<file path="src/rtl/lsu_pkg.sv">
// Shared types for the LSU issue queue: queue entry and issue bundle.
// Struct widths are fixed here and must match the module parameters.
package lsu_pkg;

    localparam int LSU_DATA_W = 32;
    localparam int LSU_ROB_W  = 4;
    localparam int LSU_PREG_W = 7;
    localparam int LSU_DEPTH  = 8;

    typedef struct packed {
        logic                  valid;
        logic                  memwrite;
        logic                  rs1_rdy;
        logic [LSU_PREG_W-1:0] prs1;
        logic [LSU_DATA_W-1:0] rs1_data;
        logic                  rs2_rdy;
        logic [LSU_PREG_W-1:0] prs2;
        logic [LSU_DATA_W-1:0] rs2_data;
        logic [LSU_DATA_W-1:0] imm;
        logic [LSU_PREG_W-1:0] prd;
        logic [LSU_ROB_W-1:0]  rob_tag;
    } lsu_iq_entry_t;

    typedef struct packed {
        logic                  valid;
        logic                  memwrite;
        logic [LSU_DATA_W-1:0] base_addr;
        logic [LSU_DATA_W-1:0] offset;
        logic [LSU_DATA_W-1:0] store_data;
        logic [LSU_PREG_W-1:0] prd;
        logic [LSU_ROB_W-1:0]  rob_tag;
    } lsu_issue_t;

    // Stores must additionally be at ROB head so memory is never written speculatively.
    function automatic logic entry_eligible(input lsu_iq_entry_t e,
                                            input logic [LSU_ROB_W-1:0] head_tag);
        return e.valid & e.rs1_rdy &
               (~e.memwrite | (e.rs2_rdy & (e.rob_tag == head_tag)));
    endfunction

endpackage

</file>
<file path="src/rtl/lsu_iq_wakeup.sv">
// Per-operand CDB tag compare: captures the broadcast value into a waiting operand.
module lsu_iq_wakeup #(
    parameter int DATA_WIDTH = 32,
    parameter int PREG_WIDTH = 7
) (
    input  logic                  i_valid,
    input  logic                  i_rdy,
    input  logic [PREG_WIDTH-1:0] i_tag,
    input  logic [DATA_WIDTH-1:0] i_data,
    input  logic                  i_cdb_valid,
    input  logic [PREG_WIDTH-1:0] i_cdb_prd,
    input  logic [DATA_WIDTH-1:0] i_cdb_data,
    output logic                  o_rdy,
    output logic [DATA_WIDTH-1:0] o_data
);

    logic hit;

    // An operand that is already ready keeps its value even if the tag reappears.
    assign hit    = i_valid & ~i_rdy & i_cdb_valid & (i_cdb_prd == i_tag);
    assign o_rdy  = i_rdy | hit;
    assign o_data = hit ? i_cdb_data : i_data;

endmodule

</file>
<file path="src/rtl/lsu_issue_queue.sv">
// In-order memory-op issue queue: captures operands from the CDB and issues the
// oldest op to the LSU once ready (stores only at ROB head).
module lsu_issue_queue
    import lsu_pkg::*;
#(
    parameter int DATA_WIDTH = LSU_DATA_W,
    parameter int ROB_WIDTH  = LSU_ROB_W,
    parameter int PREG_WIDTH = LSU_PREG_W,
    parameter int DEPTH      = LSU_DEPTH
) (
    input  logic                  clk,
    input  logic                  reset,
    input  logic                  i_disp_valid,
    output logic                  o_disp_ready,
    input  logic                  i_disp_memwrite,
    input  logic                  i_disp_rs1_rdy,
    input  logic [PREG_WIDTH-1:0] i_disp_prs1,
    input  logic [DATA_WIDTH-1:0] i_disp_rs1_data,
    input  logic                  i_disp_rs2_rdy,
    input  logic [PREG_WIDTH-1:0] i_disp_prs2,
    input  logic [DATA_WIDTH-1:0] i_disp_rs2_data,
    input  logic [DATA_WIDTH-1:0] i_disp_imm,
    input  logic [PREG_WIDTH-1:0] i_disp_prd,
    input  logic [ROB_WIDTH-1:0]  i_disp_rob_tag,
    input  logic                  i_cdb_valid,
    input  logic [PREG_WIDTH-1:0] i_cdb_prd,
    input  logic [DATA_WIDTH-1:0] i_cdb_data,
    input  logic [ROB_WIDTH-1:0]  i_rob_head_tag,
    input  logic                  i_flush,
    output logic                  o_valid,
    output logic                  o_memwrite,
    output logic [DATA_WIDTH-1:0] o_base_addr,
    output logic [DATA_WIDTH-1:0] o_offset,
    output logic [DATA_WIDTH-1:0] o_store_data,
    output logic [PREG_WIDTH-1:0] o_prd,
    output logic [ROB_WIDTH-1:0]  o_rob_tag
);

    localparam int              PTR_W    = $clog2(DEPTH);
    localparam logic [PTR_W:0]  FULL_CNT = (PTR_W+1)'(DEPTH);

    lsu_iq_entry_t    entries_q [DEPTH];
    lsu_iq_entry_t    entries_d [DEPTH];
    logic [PTR_W-1:0] head_q, head_d, tail_q, tail_d;
    logic [PTR_W:0]   count_q, count_d;
    lsu_issue_t       issue_q, issue_d;

    logic [DEPTH-1:0]      rs1_rdy_w, rs2_rdy_w;
    logic [DATA_WIDTH-1:0] rs1_data_w [DEPTH];
    logic [DATA_WIDTH-1:0] rs2_data_w [DEPTH];
    logic                  byp_rs1_rdy, byp_rs2_rdy;
    logic [DATA_WIDTH-1:0] byp_rs1_data, byp_rs2_data;

    lsu_iq_entry_t head_ent;
    logic          do_pop, do_push;

    for (genvar g = 0; g < DEPTH; g++) begin : g_wake
        lsu_iq_wakeup #(.DATA_WIDTH(DATA_WIDTH), .PREG_WIDTH(PREG_WIDTH)) u_rs1 (
            .i_valid(entries_q[g].valid), .i_rdy(entries_q[g].rs1_rdy),
            .i_tag(entries_q[g].prs1), .i_data(entries_q[g].rs1_data),
            .i_cdb_valid(i_cdb_valid), .i_cdb_prd(i_cdb_prd), .i_cdb_data(i_cdb_data),
            .o_rdy(rs1_rdy_w[g]), .o_data(rs1_data_w[g]));
        lsu_iq_wakeup #(.DATA_WIDTH(DATA_WIDTH), .PREG_WIDTH(PREG_WIDTH)) u_rs2 (
            .i_valid(entries_q[g].valid), .i_rdy(entries_q[g].rs2_rdy),
            .i_tag(entries_q[g].prs2), .i_data(entries_q[g].rs2_data),
            .i_cdb_valid(i_cdb_valid), .i_cdb_prd(i_cdb_prd), .i_cdb_data(i_cdb_data),
            .o_rdy(rs2_rdy_w[g]), .o_data(rs2_data_w[g]));
    end

    // Dispatch bypass: a broadcast in the dispatch cycle lands in the new entry.
    lsu_iq_wakeup #(.DATA_WIDTH(DATA_WIDTH), .PREG_WIDTH(PREG_WIDTH)) u_byp_rs1 (
        .i_valid(i_disp_valid), .i_rdy(i_disp_rs1_rdy),
        .i_tag(i_disp_prs1), .i_data(i_disp_rs1_data),
        .i_cdb_valid(i_cdb_valid), .i_cdb_prd(i_cdb_prd), .i_cdb_data(i_cdb_data),
        .o_rdy(byp_rs1_rdy), .o_data(byp_rs1_data));
    lsu_iq_wakeup #(.DATA_WIDTH(DATA_WIDTH), .PREG_WIDTH(PREG_WIDTH)) u_byp_rs2 (
        .i_valid(i_disp_valid), .i_rdy(i_disp_rs2_rdy),
        .i_tag(i_disp_prs2), .i_data(i_disp_rs2_data),
        .i_cdb_valid(i_cdb_valid), .i_cdb_prd(i_cdb_prd), .i_cdb_data(i_cdb_data),
        .o_rdy(byp_rs2_rdy), .o_data(byp_rs2_data));

    assign o_disp_ready = (count_q != FULL_CNT);
    assign head_ent     = entries_q[head_q];
    // Eligibility uses registered readiness, so a wakeup is usable the cycle after.
    assign do_pop       = entry_eligible(head_ent, i_rob_head_tag);
    assign do_push      = i_disp_valid & o_disp_ready;

    always_comb begin
        for (int i = 0; i < DEPTH; i++) begin
            entries_d[i]          = entries_q[i];
            entries_d[i].rs1_rdy  = rs1_rdy_w[i];
            entries_d[i].rs1_data = rs1_data_w[i];
            entries_d[i].rs2_rdy  = rs2_rdy_w[i];
            entries_d[i].rs2_data = rs2_data_w[i];
        end
        head_d  = head_q;
        tail_d  = tail_q;
        count_d = count_q;
        issue_d = '0;

        if (do_pop) begin
            entries_d[head_q].valid = 1'b0;
            head_d                  = head_q + 1'b1;
            issue_d.valid           = 1'b1;
            issue_d.memwrite        = head_ent.memwrite;
            issue_d.base_addr       = head_ent.rs1_data;
            issue_d.offset          = head_ent.imm;
            issue_d.store_data      = head_ent.rs2_data;
            issue_d.prd             = head_ent.prd;
            issue_d.rob_tag         = head_ent.rob_tag;
        end

        // Push never targets the popped slot: tail==head only when empty or full.
        if (do_push) begin
            entries_d[tail_q].valid    = 1'b1;
            entries_d[tail_q].memwrite = i_disp_memwrite;
            entries_d[tail_q].rs1_rdy  = byp_rs1_rdy;
            entries_d[tail_q].prs1     = i_disp_prs1;
            entries_d[tail_q].rs1_data = byp_rs1_data;
            entries_d[tail_q].rs2_rdy  = byp_rs2_rdy;
            entries_d[tail_q].prs2     = i_disp_prs2;
            entries_d[tail_q].rs2_data = byp_rs2_data;
            entries_d[tail_q].imm      = i_disp_imm;
            entries_d[tail_q].prd      = i_disp_prd;
            entries_d[tail_q].rob_tag  = i_disp_rob_tag;
            tail_d                     = tail_q + 1'b1;
        end

        count_d = count_q + (PTR_W+1)'(do_push) - (PTR_W+1)'(do_pop);

        if (i_flush) begin
            for (int i = 0; i < DEPTH; i++) entries_d[i].valid = 1'b0;
            head_d  = '0;
            tail_d  = '0;
            count_d = '0;
            issue_d = '0;
        end
    end

    always_ff @(posedge clk) begin
        if (reset) begin
            for (int i = 0; i < DEPTH; i++) entries_q[i] <= '0;
            head_q  <= '0;
            tail_q  <= '0;
            count_q <= '0;
            issue_q <= '0;
        end else begin
            for (int i = 0; i < DEPTH; i++) entries_q[i] <= entries_d[i];
            head_q  <= head_d;
            tail_q  <= tail_d;
            count_q <= count_d;
            issue_q <= issue_d;
        end
    end

    assign o_valid      = issue_q.valid;
    assign o_memwrite   = issue_q.memwrite;
    assign o_base_addr  = issue_q.base_addr;
    assign o_offset     = issue_q.offset;
    assign o_store_data = issue_q.store_data;
    assign o_prd        = issue_q.prd;
    assign o_rob_tag    = issue_q.rob_tag;

endmodule

</file>
<file path="config.mk">
export PLATFORM = sky130hd
export DESIGN_NAME = lsu_issue_queue
export DESIGN_NICKNAME = d
export VERILOG_FILES = /design/src/rtl/lsu_pkg.sv /design/src/rtl/lsu_iq_wakeup.sv /design/src/rtl/lsu_issue_queue.sv
export SDC_FILE = /design/constraint.sdc
export NUM_CORES = 2
export LEC_CHECK = 0
export BUFFER_PORTS_ARGS = -buffer_cell sky130_fd_sc_hd__buf_2
export CAP_MARGIN = 20
export CORE_MARGIN = 2
export CORE_UTILIZATION = 58
export CTS_CLUSTER_SIZE = 28
export DETAILED_ROUTE_END_ITERATION = 8
export PLACE_DENSITY = 0.76
export SLEW_MARGIN = 0
export SYNTH_ARGS = -nofsm -noshare
export SYNTH_HDL_FRONTEND = slang
export SYNTH_SLANG_ARGS = --single-unit
</file>
<file path="constraint.sdc">
create_clock -name clk -period 10.1 [get_ports clk]
set_input_delay 2.02 -clock clk [delete_from_list [all_inputs] [get_ports clk]]
set_output_delay 2.02 -clock clk [all_outputs]
set_load 0.01 [all_outputs]
</file>
==> impl_metrics.tcl <==
set metrics [dict create \
    min_to "entries_q[2][31]" \
    synthCells 5539 \
    drt-pass1-iter-count 6 \
    root_buffer "clkbuf_16" \
    grt_max_degree 203 \
    p_sw_mw 2.25 \
    worst_pin_slew_ps 1190 \
    ys.flop_type "dfxtp_1" \
    worstHoldStart "entries_q[2][31]" \
    period_needed_ps 5070 \
    p_per_area_nw_per_um2 165 \
    ir_worst_vdd_mv 0.166 \
    ff2ff_path_depth 9 \
    cts.sinks 1122 \
    seq_area_frac_synth_pct 43.5 \
    rsz0062_at_grt "false" \
    area_growth_pct 9.85 \
    cts-htree-levels 3 \
    final_cell_mix "dfxtp_1 (1,120), nand2_1 (969), mux2i_1 (626)" \
    vias 41600 \
    first_global_vias 40700 \
    clock_latency_ps 710 \
    cts-buffers-inserted 114 \
    syn_avg_cell_area_um2 9.32 \
    finalHoldViolCount 0 \
    crit_path_start_kind "register" \
    cts_buffer_depth 3 \
    fin_cells 6673 \
    status "complete, no violations" \
    p_comb_share_pct 5.9 \
    drv_slew 0 \
    critical_path_required_ps 10620 \
    switching_share_pct 24.0 \
    ant_nets 0 \
    synth_top_area_cell "dfxtp_1" \
    synth_area_um2 51600 \
    synthDistinctLibCells 50 \
    vias_per_cell 6.24 \
    cts_tree "done" \
    r2r_end "o_base_addr[20]" \
    coreArea_um2 88200 \
    die_y_um 302 \
    hold_path.class "reg -> reg" \
    synthArstFlopShare_pct 0 \
    nNetsFinal 5579 \
    hpwl_um 83200 \
    synth_edf_count 0 \
    rows 109 \
    ys_top_cells_by_area "dfxtp_1 (44%), mux2i_1 (12%), mux4_2 (9.3%), a211oi_1 (7.7%), nand2_1 (7.0%)" \
    p_clk_share_pct 45.9 \
    slowest_stage "buf_4" \
    period_share_pct 50.2 \
    cp_slowest_stage_delay_ps 970 \
    postPlaceCellArea_um2 52700 \
    holdPathStages 2 \
    cts_setup_buffers 0 \
    overflow 0 \
    worstSetupEndpointType "register" \
    start_util_pct 58.5 \
    crit_chain "buf_4 -> mux2i_1 -> mux4_2 -> xnor2_1 -> nor4b_4 -> a31oi_4 -> buf_4 -> buf_4 -> nor3_1" \
    syn_nets 5719 \
    fillers 7133 \
    drc_errors 0 \
    antenna_found_initial 24 \
    port_buffers 281 \
    maxCapViolCount 0 \
    dpl.cell_count 6445 \
    drive_gt1_share_pct 15.7 \
    cpMostUsedCell "buf_4" \
    max_slew_margin_pct 20.9 \
    cts-resized-gates 0 \
    power_frac_seq_pct 48.3 \
    setup_tns_ps 0 \
    critPathArrivalTime_ps 5590 \
    detail_route.wl_per_cell_um 22.9 \
    grt_pass1_wl_um 236000 \
    drt-total-wl_um 153000 \
    gp_congestion 0.803 \
    layout_commonest_cell "dfxtp_1" \
    setup_viol 0 \
    drtIter0Drc 4285 \
    rrSetupSlack_ps 5030 \
    synth_top_area_share_pct 43.5 \
    critical_path_class "reg -> reg" \
    die_x_um 302 \
    grt_use_total_pct 32.8 \
    dieArea_um2 91400 \
    fmax_ghz 0.197 \
    design_area_um2 56700 \
    ys_ff_latch 1122 \
    yosys_warnings 0 \
    path_clk_slew_ps 70 \
    p_leak_nw 23.8 \
    fin_skew_ps 36.1 \
    whs_ps 452 \
    pin_count 282 \
    p_int_mw 7.12 \
    cp_max_fo 69 \
    hold_buffers 0 \
]
-- kinds of logic (layout without fill, tap and decap cells) --
| kind of cell | after synthesis | count (layout) | synth area share (%) |
|---|---|---|---|
| fa+ha+maj | 8 | 8 | 0.209 |
| mux | 907 | 907 | 23.0 |
| compound gates | 1035 | 1035 | 12.8 |
| buf+inv | 619 | 576 | 4.79 |
| simple gates | 1715 | 1715 | 13.5 |
| flops | 1122 | 1122 | 43.5 |
| other cells | 0 | 12 | 0 |
| xor+xnor | 133 | 133 | 2.27 |
-- metal layers --
metal  part of all wire, %  GRT usage [%]  vias to the layer above
met5                 0.098              0                        -
met2                    48           54.3                     1883
met3                   8.3           5.30                      370
met1                    40           42.6                    20100
li1                      -              -                    19200
met4                   4.0           14.4                       24
-- cell usage after synthesis (2+ instances only) --
master     count
a211o_1        3
a211oi_1     529
a21oi_1      470
a31oi_1        9
and2_1         4
buf_1         71
buf_2         77
buf_4          4
buf_6          5
clkbuf_1     452
dfxtp_1     1122
ha_1           7
inv_1          7
inv_2          2
mux2_1        24
mux2_2        42
mux2i_1      626
mux4_2       214
nand2_1      969
nand2b_1       6
nand3_1        5
nand4_1       18
nor2_1       543
nor2b_1        3
nor3_1       100
nor3_2        29
nor3b_1        6
nor4_1        20
o2111ai_1      2
o211ai_1       5
o21ai_0        9
or2_2          4
or3_1          5
xnor2_1       40
xor2_1        92
-- power groups by stage --
stage | Sequential, mW | Combinational (mW) | Clock, mW
after floorplan | 4.61 | 0.388 | 0
after global placement | 4.62 | 0.533 | 0
after detailed placement | 4.62 | 0.538 | 0
after CTS | 4.52 | 0.541 | 4.33
after global routing | 4.53 | 0.589 | 4.51
final | 4.52 | 0.551 | 4.30
-- through the flow --
stage | worst slack, ps | total power [mW] | util (%)
6_report | 5030 | 9.37 | 64.2
3_5_place_dp | 4670 | 5.16 | 59.8
5_1_grt | 4790 | 9.63 | 64.2
3_3_place_gp | 4780 | 5.15 | 59.8
2_1_floorplan | 6060 | 5.00 | -
4_1_cts | 5080 | 9.39 | 64.1
-- area by class of cell --
type / instances / area [um2] / share of cell area, %
clock inverter: 54 / 528 / 0.932
antenna: 12 / 30.0 / 0.0530
clock buffer: 159 / 3310 / 5.84
timing repair buffer: 354 / 2090 / 3.68
multi-input combinational: 3798 / 26800 / 47.2
inverter: 9 / 41.3 / 0.0728
sequential: 1122 / 22500 / 39.6
tap: 1165 / 1460 / 2.57
-- state kept, by name, summed over array words and instances, names as in the netlist, 3 cells and up, named ones only --
name / count
o_base_addr: 32
head_q: 3
count_q: 4
entries_q: 1000
o_prd: 7
o_store_data: 32
o_rob_tag: 4
tail_q: 3
o_offset: 32
-- worst max-delay path, delay by kind of cell, from the launching register on --
family	cells	cell delay (ps)
buffers and inverters	3	2400
AOI/OAI and AO/OA	1	180
muxes	2	710
xor gates and xnor gates	1	410
DFF	1	650
and+or+nand+nor	2	320
-- worst max path at each step --
stage               slack [ps]              start          endpoint  cells past startpoint
floorplan                 6060  i_rob_head_tag[0]        count_q[1]                      9
global placement          4780       i_disp_valid  entries_q[5][99]                      7
detailed placement        4670       i_disp_valid  entries_q[5][54]                      7
CTS                       5080           register   o_base_addr[20]                      9
global route              4790           register   o_base_addr[20]                      9
finish                    5030           register   o_base_addr[20]                      9
(Power assumes the default switching activity.)
